**config.mk**
```make
export PLATFORM = sky130hd
export DESIGN_NAME = tcp_tx_frame_arbiter
export DESIGN_NICKNAME = d
export VERILOG_FILES = /design/src/rtl/tcp_tx_pkg.sv /design/src/rtl/rr_arbiter.sv /design/src/rtl/tcp_tx_frame_arbiter.sv
export SDC_FILE = /design/constraint.sdc
export NUM_CORES = 1
export LEC_CHECK = 0
export CORE_MARGIN = 8
export CORE_UTILIZATION = 52
export CTS_CLUSTER_SIZE = 10
export DETAILED_ROUTE_END_ITERATION = 10
export HOLD_SLACK_MARGIN = 0.12
export PLACE_DENSITY = 0.81
export SLEW_MARGIN = 10
export SYNTH_ARGS = -nofsm -noshare
export SYNTH_HDL_FRONTEND = slang
export SYNTH_SLANG_ARGS = --single-unit
```
**constraint.sdc**
```tcl
create_clock -name CLK_200M -period 2.2 [get_ports CLK_200M]
set_input_delay 0.44 -clock CLK_200M [delete_from_list [all_inputs] [get_ports CLK_200M]]
set_output_delay 0.44 -clock CLK_200M [all_outputs]
set_load 0.1 [all_outputs]
```
**src/rtl/tcp_tx_pkg.sv**
```systemverilog
// Shared types and constants for the SiTCP TX frame arbiter.
package tcp_tx_pkg;

  typedef enum logic [2:0] {
    ST_IDLE,
    ST_HDR0,
    ST_HDR1,
    ST_PAYLOAD,
    ST_TRL0,
    ST_TRL1,
    ST_FLUSH
  } state_t;

  localparam logic [7:0] SYNC_BYTE_DEF = 8'hA5;
  localparam int unsigned HDR_LEN = 2;
  localparam int unsigned TRL_LEN = 2;

endpackage

```
**src/rtl/rr_arbiter.sv**
```systemverilog
// Combinational round-robin pick: first asserted request after last_id, wrapping.
module rr_arbiter #(
  parameter int unsigned N_REQ = 4
) (
  input  logic [N_REQ-1:0] req,
  input  logic [3:0]       last_id,
  output logic [3:0]       gnt_id,
  output logic             any_req
);

  localparam int unsigned IW = (N_REQ > 1) ? $clog2(N_REQ) : 1;

  int unsigned cand;

  always_comb begin
    gnt_id  = '0;
    any_req = 1'b0;
    cand    = 0;
    for (int unsigned k = 1; k <= N_REQ; k++) begin
      cand = (32'(last_id) + k) % N_REQ;
      if (!any_req && req[cand[IW-1:0]]) begin
        any_req = 1'b1;
        gnt_id  = 4'(cand);
      end
    end
  end

endmodule

```
**src/rtl/tcp_tx_frame_arbiter.sv**
```systemverilog
// Frames bytes from N_REQ sources onto the single SiTCP TX FIFO write port,
// one whole frame per round-robin grant: sync, {id,seq}, payload, 16-bit count.
module tcp_tx_frame_arbiter
  import tcp_tx_pkg::*;
#(
  parameter int unsigned N_REQ     = 4,
  parameter logic [7:0]  SYNC_BYTE = SYNC_BYTE_DEF
) (
  input  logic                 CLK_200M,
  input  logic                 SYS_RSTn,
  input  logic                 LINK_UP,
  input  logic                 FIFO_FULL,
  input  logic [N_REQ-1:0]     REQ_VALID,
  input  logic [N_REQ-1:0]     REQ_LAST,
  input  logic [8*N_REQ-1:0]   REQ_DATA,
  output logic [N_REQ-1:0]     REQ_READY,
  output logic [7:0]           TX_DATA,
  output logic                 TX_EN,
  output logic [3:0]           GRANT,
  output logic                 BUSY,
  output logic [15:0]          DROP_CNT
);

  localparam int unsigned IW = (N_REQ > 1) ? $clog2(N_REQ) : 1;

  state_t      state_q, state_d;
  logic [3:0]  grant_q, grant_d, arb_id;
  logic        any_req;
  logic [15:0] cnt_q, cnt_d, drop_q, drop_d;
  logic [3:0]  seq_q [N_REQ];
  logic        seq_inc, emit, step;
  logic [7:0]  emit_data, tx_data_q;
  logic        tx_en_q;
  logic [IW-1:0] gidx;
  logic [7:0]  req_byte [N_REQ];

  rr_arbiter #(.N_REQ(N_REQ)) u_rr (
    .req     (REQ_VALID),
    .last_id (grant_q),
    .gnt_id  (arb_id),
    .any_req (any_req)
  );

  always_comb begin
    for (int unsigned i = 0; i < N_REQ; i++) req_byte[i] = REQ_DATA[8*i +: 8];
  end

  assign step = LINK_UP && !FIFO_FULL;
  assign gidx = grant_q[IW-1:0];

  always_comb begin
    state_d   = state_q;
    grant_d   = grant_q;
    cnt_d     = cnt_q;
    drop_d    = drop_q;
    seq_inc   = 1'b0;
    emit      = 1'b0;
    emit_data = '0;
    REQ_READY = '0;
    case (state_q)
      ST_IDLE: begin
        if (LINK_UP && any_req) begin
          grant_d = arb_id;
          cnt_d   = '0;
          state_d = ST_HDR0;
        end
      end
      ST_HDR0: begin
        if (!LINK_UP) state_d = ST_IDLE;
        else if (step) begin
          emit      = 1'b1;
          emit_data = SYNC_BYTE;
          state_d   = ST_HDR1;
        end
      end
      ST_HDR1: begin
        if (!LINK_UP) state_d = ST_IDLE;
        else if (step) begin
          emit      = 1'b1;
          emit_data = {grant_q, seq_q[gidx]};
          seq_inc   = 1'b1;
          state_d   = ST_PAYLOAD;
        end
      end
      ST_PAYLOAD: begin
        if (!LINK_UP) begin
          state_d = ST_FLUSH;
          if (drop_q != '1) drop_d = drop_q + 16'd1;
        end else begin
          REQ_READY[gidx] = step;
          if (REQ_VALID[gidx] && step) begin
            emit      = 1'b1;
            emit_data = req_byte[gidx];
            if (cnt_q != '1) cnt_d = cnt_q + 16'd1;
            if (REQ_LAST[gidx]) state_d = ST_TRL0;
          end
        end
      end
      ST_TRL0: begin
        if (!LINK_UP) state_d = ST_IDLE;
        else if (step) begin
          emit      = 1'b1;
          emit_data = cnt_q[15:8];
          state_d   = ST_TRL1;
        end
      end
      ST_TRL1: begin
        if (!LINK_UP) state_d = ST_IDLE;
        else if (step) begin
          emit      = 1'b1;
          emit_data = cnt_q[7:0];
          state_d   = ST_IDLE;
        end
      end
      ST_FLUSH: begin
        // Drain the granted source unconditionally so it never hangs mid-frame.
        REQ_READY[gidx] = 1'b1;
        if (REQ_VALID[gidx] && REQ_LAST[gidx]) state_d = ST_IDLE;
      end
      default: state_d = ST_IDLE;
    endcase
  end

  always_ff @(posedge CLK_200M or negedge SYS_RSTn) begin
    if (!SYS_RSTn) begin
      state_q   <= ST_IDLE;
      grant_q   <= 4'(N_REQ - 1);
      cnt_q     <= '0;
      drop_q    <= '0;
      tx_en_q   <= 1'b0;
      tx_data_q <= '0;
      for (int unsigned i = 0; i < N_REQ; i++) seq_q[i] <= '0;
    end else begin
      state_q <= state_d;
      grant_q <= grant_d;
      cnt_q   <= cnt_d;
      drop_q  <= drop_d;
      tx_en_q <= emit;
      if (emit) tx_data_q <= emit_data;
      if (seq_inc) seq_q[gidx] <= seq_q[gidx] + 4'd1;
    end
  end

  assign TX_EN    = tx_en_q;
  assign TX_DATA  = tx_data_q;
  assign GRANT    = grant_q;
  assign BUSY     = (state_q != ST_IDLE);
  assign DROP_CNT = drop_q;

endmodule

```
Word level (Yosys, flattened, before mapping)
Cells that the tools add are included.
{"block": "op_classes", "n_bitwise": 3, "n_reduce_logical": 21, "mux": 69, "n_addsub": 7, "n_eq_ne": 19, "order_cmp": 8}
{"cell": "$mux W8", "n": 12}
{"cell": "$mux W16", "n": 4}
{"cell": "$pmux W8 S5", "n": 1}
{"cell": "$mux W3", "n": 13}
{"cell": "$add A16 B1 Y16 const B", "n": 2}
{"cell": "$ne A16 B16 Y1 const B", "n": 2}
{"cell": "$pmux W16 S2", "n": 1}
{"cell": "$mux W4", "n": 7}
{"cell": "$pmux W3 S7", "n": 1}
{"cell": "$ne A3 B3 Y1 const B", "n": 6}
{"cell": "$bmux W8 S2", "n": 1}
{"cell": "$bwmux W16", "n": 1}
{"cell": "$mux W1", "n": 16}
{"cell": "$lt A2 B3 Y1 const B", "n": 5}
{"cell": "$bmux W1 S2", "n": 6}
{"cell": "$ne A2 B2 Y1 const B", "n": 5}
{"cell": "$eq A3 B3 Y1 const B", "n": 3}
{"cell": "$logic_and A1 B1 Y1", "n": 9}
{"cell": "$bmux W4 S2", "n": 1}
{"cell": "$demux W4 S2", "n": 1}
{"cell": "$pmux W4 S2", "n": 1}
{"cell": "$reduce_and A8 Y1", "n": 1}
{"cell": "$eq A3 B2 Y1 const B", "n": 2}
{"cell": "$reduce_and A5 Y1", "n": 1}
{"cell": "20 further kinds", "n": 25}
{"block": "totals", "inputBits": 44, "word_cells": 137, "regBits": 64, "out_inout_bits": 34}

Logic depth before layout (Yosys ltp)
Gate-level depths: netlist (run 1).
{"block": "depth", "word_depth": 16, "ltp_mapped": 9, "ltp_nobuf": 7}

Hierarchy
From an unflattened synthesis (run 1), not the netlist that was laid out.
{"block": "hier_totals", "cells_unflattened": 368, "area_unflattened_um2": 3769.9}
{"mod": "tcp_tx_frame_arbiter", "cells_per_inst": 351, "n_inst": 1, "area_per_inst_um2": 3659.8}
{"mod": "rr_arbiter", "cells_per_inst": 17, "n_inst": 1, "area_per_inst_um2": 110.1}

Least setup slack after synthesis (run 1)
No wires, ideal clock.
{"block": "synth_path", "kind": "reg2reg", "startpoint": "reg grant_q[0] (netlist: GRANT[0])", "endpoint": "reg seq_q[10] (netlist name)", "setup_ps": 125, "path_slack_ps": -249, "synth_period_minus_slack_ps": 2449, "path_buffers": 1, "arrival_ps": 2325, "path_stages_with_launch": 6, "path_cell_list": "dfstp_2 -> clkbuf_8 -> mux4_2 -> ha_1 -> xor2_1 -> mux2_2"}
{"block": "synth_via", "elab_chain_len": 6, "word_cells_on_any_way": 11, "cone_classes": "add/sub (1); order compare (2); mux (6); bitwise (1); reduce/logical (1)"}
{"element": "start, declared", "line_no": "tcp_tx_frame_arbiter.sv:27", "text": "logic [3:0] grant_q, grant_d, arb_id;"}
{"element": "start signal, assigned", "line_no": "tcp_tx_frame_arbiter.sv:127", "text": "grant_q <= 4'(N_REQ - 1);"}
{"element": "start signal, assigned", "line_no": "tcp_tx_frame_arbiter.sv:135", "text": "grant_q <= grant_d;"}
{"element": "$not A2 Y3 (implied by the code) *", "line_no": "tcp_tx_frame_arbiter.sv:140", "text": "if (seq_inc) seq_q[gidx] <= seq_q[gidx] + 4'd1;"}
{"element": "$bmux W4 S2 (tied with other cells)", "line_no": "tcp_tx_frame_arbiter.sv:140"}
{"element": "$mux W4 (implied by the code) or $logic_and A1 B1 Y1 (tied branches)", "line_no": "tcp_tx_frame_arbiter.sv:140"}
{"element": "$mux W4 (implied by the code)", "line_no": "tcp_tx_frame_arbiter.sv:140"}
{"element": "$add A4 B1 Y4 or $demux W4 S2 (tied branches)", "line_no": "tcp_tx_frame_arbiter.sv:140"}
{"element": "$bwmux W16 *", "line_no": "tcp_tx_frame_arbiter.sv:140"}
{"element": "end signal, assigned by index", "line_no": "tcp_tx_frame_arbiter.sv:140"}
{"element": "end, declared", "line_no": "tcp_tx_frame_arbiter.sv:30", "text": "logic [3:0] seq_q [N_REQ];"}
Every way passes the cells marked *; elsewhere a longest branch is shown, timed or not. The select of a mux whose other input is x is not followed.
A chain may end at the register's enable or synchronous reset.

Worst setup path in the final report (run 1)
{"block": "layout_path", "startpoint": "reg grant_q[0] (netlist: GRANT[0])", "endpoint": "out REQ_READY[2]"}
{"block": "layout_via", "elab_chain_len": 7, "word_cells_on_any_way": 8, "cone_classes": "order compare (2); mux (4); bitwise (1); reduce/logical (1)"}
{"element": "$lt A2 B3 Y1 (implied by the code) or $ge A2 B1 Y1 (tied branches)", "line_no": "tcp_tx_frame_arbiter.sv:90, tcp_tx_frame_arbiter.sv:117"}
{"element": "$logic_and A1 B1 Y1 (implied by the code)", "line_no": "tcp_tx_frame_arbiter.sv:90, tcp_tx_frame_arbiter.sv:117"}
{"element": "$mux W1 (implied by the code)", "line_no": "tcp_tx_frame_arbiter.sv:90, tcp_tx_frame_arbiter.sv:117"}
{"element": "$demux W1 S2 *", "line_no": "tcp_tx_frame_arbiter.sv:90, tcp_tx_frame_arbiter.sv:117"}
{"element": "$and A4 B4 Y4 (no source line)"}
{"element": "$mux W4", "line_no": "tcp_tx_frame_arbiter.sv:86", "text": "if (!LINK_UP) begin"}
{"element": "$pmux W4 S2 *", "line_no": "tcp_tx_frame_arbiter.sv:60", "text": "case (state_q)"}
{"element": "end, declared", "line_no": "tcp_tx_frame_arbiter.sv:16", "text": "output logic [N_REQ-1:0] REQ_READY,"}
Every way passes the cells marked *; elsewhere a longest branch is shown, timed or not.

==> results of run 1 <==
## critical path, delay by kind of cell, from the launching register on
family / cells / cell delay, ns
buf+inv: 3 / 0.38
simple gates: 1 / 0.17
flops: 1 / 0.64
fa+ha+maj: 1 / 0.19
## cell families (layout without fill, tap and decap cells)
kind of cell,Yosys count,count (layout),share of synthesized area
simple gates,133,133,0.177
compound gates,89,89,0.162
flops,62,62,0.403
mux,36,36,0.148
buf+inv,34,149,0.0516
xor+xnor,14,14,0.0318
fa+ha+maj,8,8,0.0260
other cells,1,2,0.000973
## where the power goes
part           total, mW  switching [mW]  internal [mW]  leakage, nW
Sequential          1.51           0.188           1.32        0.826
Clock               1.02           0.467          0.552       0.0964
Combinational       2.86            1.65           1.21         1.40
Total               5.39            2.31           3.08         2.32
## sequential cells by signal, summed over array words and instances, names as in the netlist
register and count:
TX_DATA 8, state_q 3, TX_EN 1, cnt_q 16
DROP_CNT 16, GRANT 2, seq_q 16
## cell usage after synthesis, types with 12 or more instances
cell / n
dfrtp_1: 60
nand3_1: 18
and3_1: 13
nand2_1: 46
nor2_1: 21
mux2_2: 14
mux4_2: 14
a31oi_1: 20
a21oi_1: 15
xnor2_1: 12
o21ai_0: 16
## cell type report
class                      instances  area [sq um]
multi-input combinational        282          2180
fill                             510          1950
sequential                        62          1580
timing repair buffer             124          1160
clock buffer                      12           145
tap                               99           124
clock inverter                     4          47.5
inverter                           9          37.5
## layer usage
metal | vias to the layer above | track usage | share of wire
met1 | 1742 | 0.261 | 0.40
met5 | - | 0 | 0
met2 | 155 | 0.356 | 0.49
li1 | 1639 | - | -
met3 | 24 | 0.0763 | 0.086
met4 | 0 | 0.0892 | 0.024
## cells in the final DEF (no fill, tap or decap), drive strengths merged, types with 14 or more instances in the layout
cell type	n
a21oi	16
mux4	15
dfrtp	60
o21ai	17
clkdlybuf4s50	40
nand2	46
buf	81
a31oi	20
nand3	18
and3	14
nor2	21
mux2	14
## through the flow
| stage | setup slack, ns | hold slack (ns) | utilization | std cells |
|---|---|---|---|---|
| 4_1_cts | -0.0122 | 0.485 | 0.716 | 586 |
| 5_1_grt | -0.00849 | 0.514 | 0.730 | 592 |
| 2_1_floorplan | -0.0920 | 0.144 | - | 378 |
| 3_5_place_dp | -0.103 | 0.322 | 0.678 | 562 |
| 6_report | 0.0268 | 0.479 | 0.730 | 592 |
| 3_3_place_gp | -0.0455 | 0.319 | 0.678 | 562 |
## final timing paths
kind / from / end / depth (start not counted)
worst max-delay path: GRANT[0] / REQ_READY[2] / 5
worst min-delay path: seq_q[8] / seq_q[8] / 2
worst max register to register: GRANT[0] / seq_q[2] / 5
worst min register to register: seq_q[8] / seq_q[8] / 2
max in group asynchronous: SYS_RSTn / DROP_CNT[12] / 3
min in group asynchronous: SYS_RSTn / DROP_CNT[7] / 2
## repair_timing
action | 4_1_cts | 5_1_grt
endpoints found under the hold margin | 8 | 0
pin swaps | 0 | 2
endpoints found under the setup margin | 4 | 15
hold buffers | 1 | 0
resized for setup | 7 | 13
buffers inserted | 7 | 6
==> metrics, run 1 <==
CP Launch Type=register; Reg2Reg Setup Slack=0.05 ns; Critical Path Sink Type=output pin; Final Hold Viols=0; Final Slew Violations=0; Crit Path Max Fanout=4; detailed router's first-iteration violation count=between 200 and 250; register area share after synthesis=0.403; VDD IR max=0.832 mV; vias in the first global route=around 3,700; DR pass1 iterations=5; clock period minus worst slack=approximately 2.2 ns; DRC=0; Async SR Flop Fraction=1.00; crit share post-route=0.988; clock-pin transition on the worst setup and hold timing paths=around 0.07 ns; Die H=about 100 microns; gpl congestion=about 0.92; initial antenna violation count=0; core area=approximately 7200 sq um; total CTS buffers=9; Placement Rows=31; FMAX=around 460 MHz; # setup viols final=0; via density per instance=6.01; Vias=between 3,000 and 4,000; Cell Chain, Critical Path=inv_1, buf_4, ha_2, and3_4, buf_12; CTS tree=done; Req. time, crit path=around 1.8 ns; Total GRT Usage=0.220; mapped cell area=slightly below 4000 sq um; Seq cells post-synth=between 60 and 70; Detail Route Antenna Nets=0; Max Cap Viol=0; Routed WL=approximately 11,000 microns; largest net degree at the start of global routing=22; Arr. time, crit path=about 1.7 ns; first-pass GRT wire length=roughly 18,000 microns; global route overflow=0; critical path type=reg2out; HPWL Detailed=~8400 microns; share of the synthesized area in the top cell type=0.390; die area=10,400 sq um; post-route cell area=between 5000 and 6000 sq um; Synth-to-Final Area Change=36.7%; Starting Density=0.534; CTS root buf=clkbuf_8; Area contributors post-synth=dfrtp_1 (39%), mux4_2 (8.2%), nand2_1 (4.5%); nets=between 500 and 600; worst min path class=reg2reg; static leakage=roughly 2.3 nW; Worst-Skew Late Latency=roughly 0.34 ns; H-tree level count=3; status=completed; CTS Buffer Depth=2; CP max-delay cell=dfstp_4; PD cells=1020 nW/um^2; Most used DFF post-synth=dfrtp_1; Crit path largest cell delay=~0.64 ns; drt wl/cell=19.0 microns; Chip Width=approximately 100 microns; Yosys warning count=0; setup_tns=0 ns; Sink Count=62; area leader, netlist=dfrtp_1; Buffers on Ports=75; number of synthesized flops with an enable pin=0; syn avg cell area=10.2 sq um; unique cell type count in the Yosys netlist=60; Mapped Cells=roughly 380; Top-Level Pins=78; overall power=about 5.4 mW; share of cells above drive strength 1=0.327; ANT cells=0; Final Skew=0.0122 ns; Area after DPL=between 4000 and 5000 sq um
Power figures use the tool's default switching activity.
==> run 2, diff against run 1 <==
ABC_AREA = 1   (was unset)
CORE_UTILIZATION = 54   (was 52)
==> metrics, run 2 <==
Async SR Flop Fraction=1.00 (unchanged); Final Skew=0.0115 ns (-0.000681 ns); crit path buf inv count=3 (unchanged); crit share post-route=0.968 (-0.0198); Req. time, crit path=1.76 ns (about the same); mapped cell area=4470 sq um (+16%); global route overflow=0 (unchanged); unique cell type count in the Yosys netlist=38 (-37%); largest net degree at the start of global routing=37 (+68%); CP max-delay cell=dfstp_4; Yosys warning count=0 (unchanged); Most used DFF post-synth=dfrtp_1; static leakage=2.71 nW (+17%); PD cells=1340 nW/um^2 (+31%); gpl congestion=0.914 (-0.37%); via density per instance=5.34 (-11%); total CTS buffers=9 (unchanged); Routed WL=12,700 microns (+13%); clock period minus worst slack=2.13 ns (-0.0435 ns); Detail Route Antenna Nets=0 (unchanged); vias in the first global route=4,405 (+21%); CTS Buffer Depth=2 (unchanged); Die H=107 microns (+4.8%); Final Hold Viols=0 (unchanged); Max Cap Viol=0 (unchanged); most common cell in the synthesized netlist=nand2_1; ANT cells=0 (unchanged); setup_tns=0 ns (unchanged); worst setup margin=0.0702 ns (+0.0435 ns); CP Launch Type=register; Seq cells post-synth=62 (unchanged); FILL cells=683 (+34%); Mapped Cells=658 (+75%); worst hold slack=0.481 ns (+0.00199 ns); Reg2Reg Setup Slack=0.13 ns (+0.08 ns); Placement Rows=33 (+6.5%); core area=8130 sq um (+13%); commonest non-fill, non-tap cell in the layout=nand2_1; Vias=4,585 (+29%); Crit Path Max Fanout=19 (+15); CTS root buf=clkbuf_8; critical path type=reg2out; status=completed; HPWL Detailed=9240 microns (+10%); worst min path class=reg2reg; Starting Density=0.550 (+0.0156); non-filler instance count after layout=859 (+45%); detailed router's first-iteration violation count=270 (+21%); dpl cells=835 (+49%); die area=11,400 sq um (+9.9%); DR pass1 iterations=4 (-1); Sink Count=62 (unchanged); first-pass GRT wire length=21,000 microns (+17%); Arr. time, crit path=1.69 ns (-0.04 ns); Worst-Skew Late Latency=0.35 ns (about the same); Synth-to-Final Area Change=29.7%; register area share after synthesis=0.348 (-0.0557); Total GRT Usage=0.225 (+0.00558); VDD IR max=1.34 mV (+62%); Crit path max-delay family=flip-flops; Area contributors post-synth=dfrtp_1 (34%), nand2_1 (18%), nand3_1 (7.3%); Crit path largest cell delay=0.65 ns (about the same); area leader, netlist=dfrtp_1; drt wl/cell=14.8 microns (-22%); Setup WS pre-CTS=-0.279 ns (-0.177 ns); share of cells above drive strength 1=0.184 (-0.142); DRC=0 (unchanged); share of the synthesized area in the top cell type=0.336 (-0.0539); number of synthesized flops with an enable pin=0 (unchanged); clock-pin transition on the worst setup and hold timing paths=0.07 ns (about the same); Top-Level Pins=78 (unchanged); nets=801 (+48%); FMAX=470 MHz (+2.0%); Cell Chain, Critical Path=buf_12, ha_1, inv_1, nor2_4, buf_12; initial antenna violation count=0 (unchanged); unrepaired setup endpoints after global routing=no; crit-path most repeated cell=buf_12; H-tree level count=3 (unchanged); most frequent cells in the layout=nand2_1 (209), nor2_1 (69), nand3_1 (60), inv_1 (58), dfrtp_1 (55); Buffers on Ports=75 (unchanged); CTS tree=done; syn avg cell area=6.80 sq um (-34%); # setup viols final=0 (unchanged); most frequent cells after synthesis=nand2_1 (209), nor2_1 (73), nand3_1 (65), inv_1 (62), dfrtp_1 (60); Chip Width=107 microns (+4.8%); Final Slew Violations=0 (unchanged); Critical Path Sink Type=output pin
[run 2: worst min-delay path, cell delays in order, from the launching register on]
cell	delay, ns
dfrtp_1	0.35
nand2_1	0.05
nand2_1	0.05
[run 2: power breakdown]
group | internal, mW | switching, mW | leakage (nW)
registers | 1.49 | 0.313 | 0.809
clock network | 0.585 | 0.460 | 0.0996
logic | 1.52 | 3.37 | 1.80
total | 3.60 | 4.15 | 2.71
[run 2: metrics by stage]
| stage | utilization | area, sq um | power [mW] |
|---|---|---|---|
| 3_5_place_dp | 0.668 | 5430 | 6.40 |
| 6_report | 0.713 | 5800 | 7.75 |
| 5_1_grt | 0.713 | 5800 | 8.23 |
| 2_1_floorplan | - | 4580 | 5.31 |
| 3_3_place_gp | 0.668 | 5430 | 6.30 |
| 4_1_cts | 0.701 | 5700 | 7.58 |
[run 2: logic make-up after synthesis]
family          synth area share
buf+inv                    0.104
xor+xnor                  0.0372
simple gates               0.374
flops                      0.348
other cells             0.000839
fa+ha+maj                 0.0224
compound gates             0.114
[run 2: final timing paths]
check | from | endpoint | cells after the start
setup / recovery | GRANT[1] | REQ_READY[3] | 5
hold / removal | TX_DATA[6] | TX_DATA[6] | 2
setup reg to reg | GRANT[0] | cnt_q[9] | 12
hold reg to reg | TX_DATA[6] | TX_DATA[6] | 2
max in group asynchronous | SYS_RSTn | state_q[2] | 3
min in group asynchronous | SYS_RSTn | GRANT[1] | 2
[run 2: routing by layer]
layer  up-vias  wire length, microns  global-route usage
met3        20                   961              0.0504
li1       2286                     -                   -
met2       182                  6120               0.384
met1      2097                  5460               0.276
met4         0                   210              0.0724
met5         -                     0                   0
[run 2: layout make-up]
cell class	instances	area (sq um)	area share
tap	105	131	0.0226
clock inverter	3	42.5	0.00733
inverter	71	279	0.0481
multi-input combinational	502	2570	0.443
sequential	62	1570	0.270
clock buffer	13	159	0.0274
timing repair buffer	103	1050	0.181
[run 2: repair_timing]
item,4_1_cts,5_1_grt
hold buffers,1,0
setup endpoints to repair,4,21
gates resized for setup,8,12
buffers inserted,0,7
gates cloned,1,0
pin swaps,0,2
endpoints found under the hold margin,34,0
==> run 3, diff against run 2 <==
CORE_UTILIZATION = 60   (was 54)
DONT_BUFFER_PORTS = 1   (was unset)
PLACE_DENSITY = 0.76   (was 0.81)
==> metrics, run 3 (synthesis results as in run 2) <==
unrepaired setup endpoints after global routing=no; ANT cells=0 (unchanged); Worst R2R Path Depth=12 (unchanged); crit share post-route=0.966 (-0.00175); Top-Level Pins=78 (unchanged); crit path from=GRANT[1]; PD cells=1440 nW/um^2 (+7.5%); Buffers on Ports=0 (-100%); RR Startpoint=GRANT[0]; CTS Buffer Depth=2 (unchanged); via density per instance=5.50 (+3.0%); DRC=0 (unchanged); FMAX=470 MHz (+0.18%); die area=10,500 sq um (-8.5%); Total GRT Usage=0.234 (+0.00827); FILL cells=593 (-13%); VDD IR max=1.27 mV (-5.5%); share of cells above drive strength 1=0.183 (-0.00111); Final Skew=0.0190 ns (+0.00752 ns); Starting Density=0.617 (+0.0668); Routed WL=11,900 microns (-6.3%); dpl cells=780 (-6.6%); core area=7250 sq um (-11%); gpl congestion=0.954 (+4.4%); # setup viols final=0 (unchanged); Req. time, crit path=1.76 ns (about the same); largest net degree at the start of global routing=63 (+70%); Chip Width=102 microns (-4.4%); Final Hold Viols=0 (unchanged); clock period minus worst slack=2.13 ns (-0.00384 ns); Reg2Reg Setup Slack=0.09 ns (-0.04 ns); Die H=102 microns (-4.4%); FF-to-FF End=cnt_q[5]; setup_tns=0 ns (unchanged); Placement Rows=31 (-6.1%); initial antenna violation count=0 (unchanged); Detail Route Antenna Nets=0 (unchanged); nets=751 (-6.2%); drt wl/cell=14.9 microns (+0.28%); Sink Count=62 (unchanged); DR pass1 iterations=4 (unchanged); first-pass GRT wire length=19,500 microns (-7.0%); worst hold stages=3 (+1); worst hold slack=0.271 ns (-0.210 ns); global route overflow=0 (unchanged); Final Slew Violations=0 (unchanged); Arr. time, crit path=1.69 ns (about the same); critical path type=reg2out; Worst-Skew Late Latency=0.35 ns (about the same); non-filler instance count after layout=803 (-6.5%); detailed router's first-iteration violation count=239 (-11%); Critical Path Sink Type=output pin; CTS root buf=clkbuf_8; Setup WS pre-CTS=0.119 ns (+0.399 ns); worst min path class=in2reg; CTS tree=done; vias in the first global route=4,211 (-4.4%); worst setup margin=0.0741 ns (+0.00384 ns); clock-pin transition on the worst setup and hold timing paths=0.08 ns (about the same); CP Launch Type=register; critical hold path startpoint=LINK_UP; Crit Path Max Fanout=21 (+2); Max Cap Viol=0 (unchanged); H-tree level count=3 (unchanged); total CTS buffers=9 (unchanged); commonest non-fill, non-tap cell in the layout=nand2_1; status=completed; Worst Hold End=GRANT[0]; Vias=4,414 (-3.7%); HPWL Detailed=8880 microns (-3.9%); Synth-to-Final Area Change=18.0%; static leakage=2.50 nW (-7.9%); most frequent cells in the layout=nand2_1 (209), nor2_1 (69), nand3_1 (61), inv_1 (59), dfrtp_1 (55)
## run 3: changes by cell type in the layout (fill, tap and decap cells not counted), moves of 2 or more
| cell | delta |
|---|---|
| clkbuf_8 | -2 |
| buf_12 | -4 |
| bufinv_16 | +2 |
| buf_4 | -3 |
| clkdlybuf4s50_1 | -42 |
## run 3: how the worst max path moves through the flow
stage                         to  cells past startpoint
global route        REQ_READY[1]                      6
CTS                     cnt_q[5]                     12
floorplan               cnt_q[7]                     16
finish              REQ_READY[1]                      6
global placement    REQ_READY[3]                      6
detailed placement  REQ_READY[1]                      6
## run 3: cell type report
type / instances / area [sq um] / area share
clock inverter: 6 / 110 / 0.0209
inverter: 71 / 274 / 0.0519
multi-input combinational: 502 / 2560 / 0.485
timing repair buffer: 53 / 515 / 0.0977
clock buffer: 10 / 128 / 0.0242
tap: 99 / 124 / 0.0235
sequential: 62 / 1570 / 0.297
## run 3: layer usage
metal,part of all wire,up-vias,GRT usage
li1,-,2195,-
met1,0.43,2046,0.291
met2,0.48,157,0.393
met3,0.077,16,0.0450
met4,0.014,0,0.0835
met5,0,-,0
## run 3: metrics by stage
stage,area (sq um),util,power (mW)
floorplan,4580,-,5.31
global placement,4890,0.674,5.99
CTS,5180,0.714,7.40
detailed placement,4890,0.674,6.11
global route,5280,0.727,8.03
finish,5280,0.727,7.57
## run 3: repair_timing
action,4_1_cts,5_1_grt
gates resized for setup,4,10
endpoints found under the hold margin,62,0
buffers inserted,0,6
setup endpoints to repair,4,20
hold buffers,2,0
pin swaps,0,1
## run 3: critical path: stages (launching register included)
cell and delay [ns]:
dfstp_4 0.64, inv_4 0.04, buf_6 0.16, ha_1 0.20, inv_2 0.08, nor2_4 0.05, buf_12 0.17
## run 3: power breakdown
part | switching (mW) | leakage (nW) | total, mW | internal, mW
Sequential | 0.287 | 0.809 | 1.77 | 1.49
Clock | 0.470 | 0.112 | 1.22 | 0.751
Combinational | 3.29 | 1.57 | 4.58 | 1.29
Total | 4.05 | 2.50 | 7.57 | 3.53
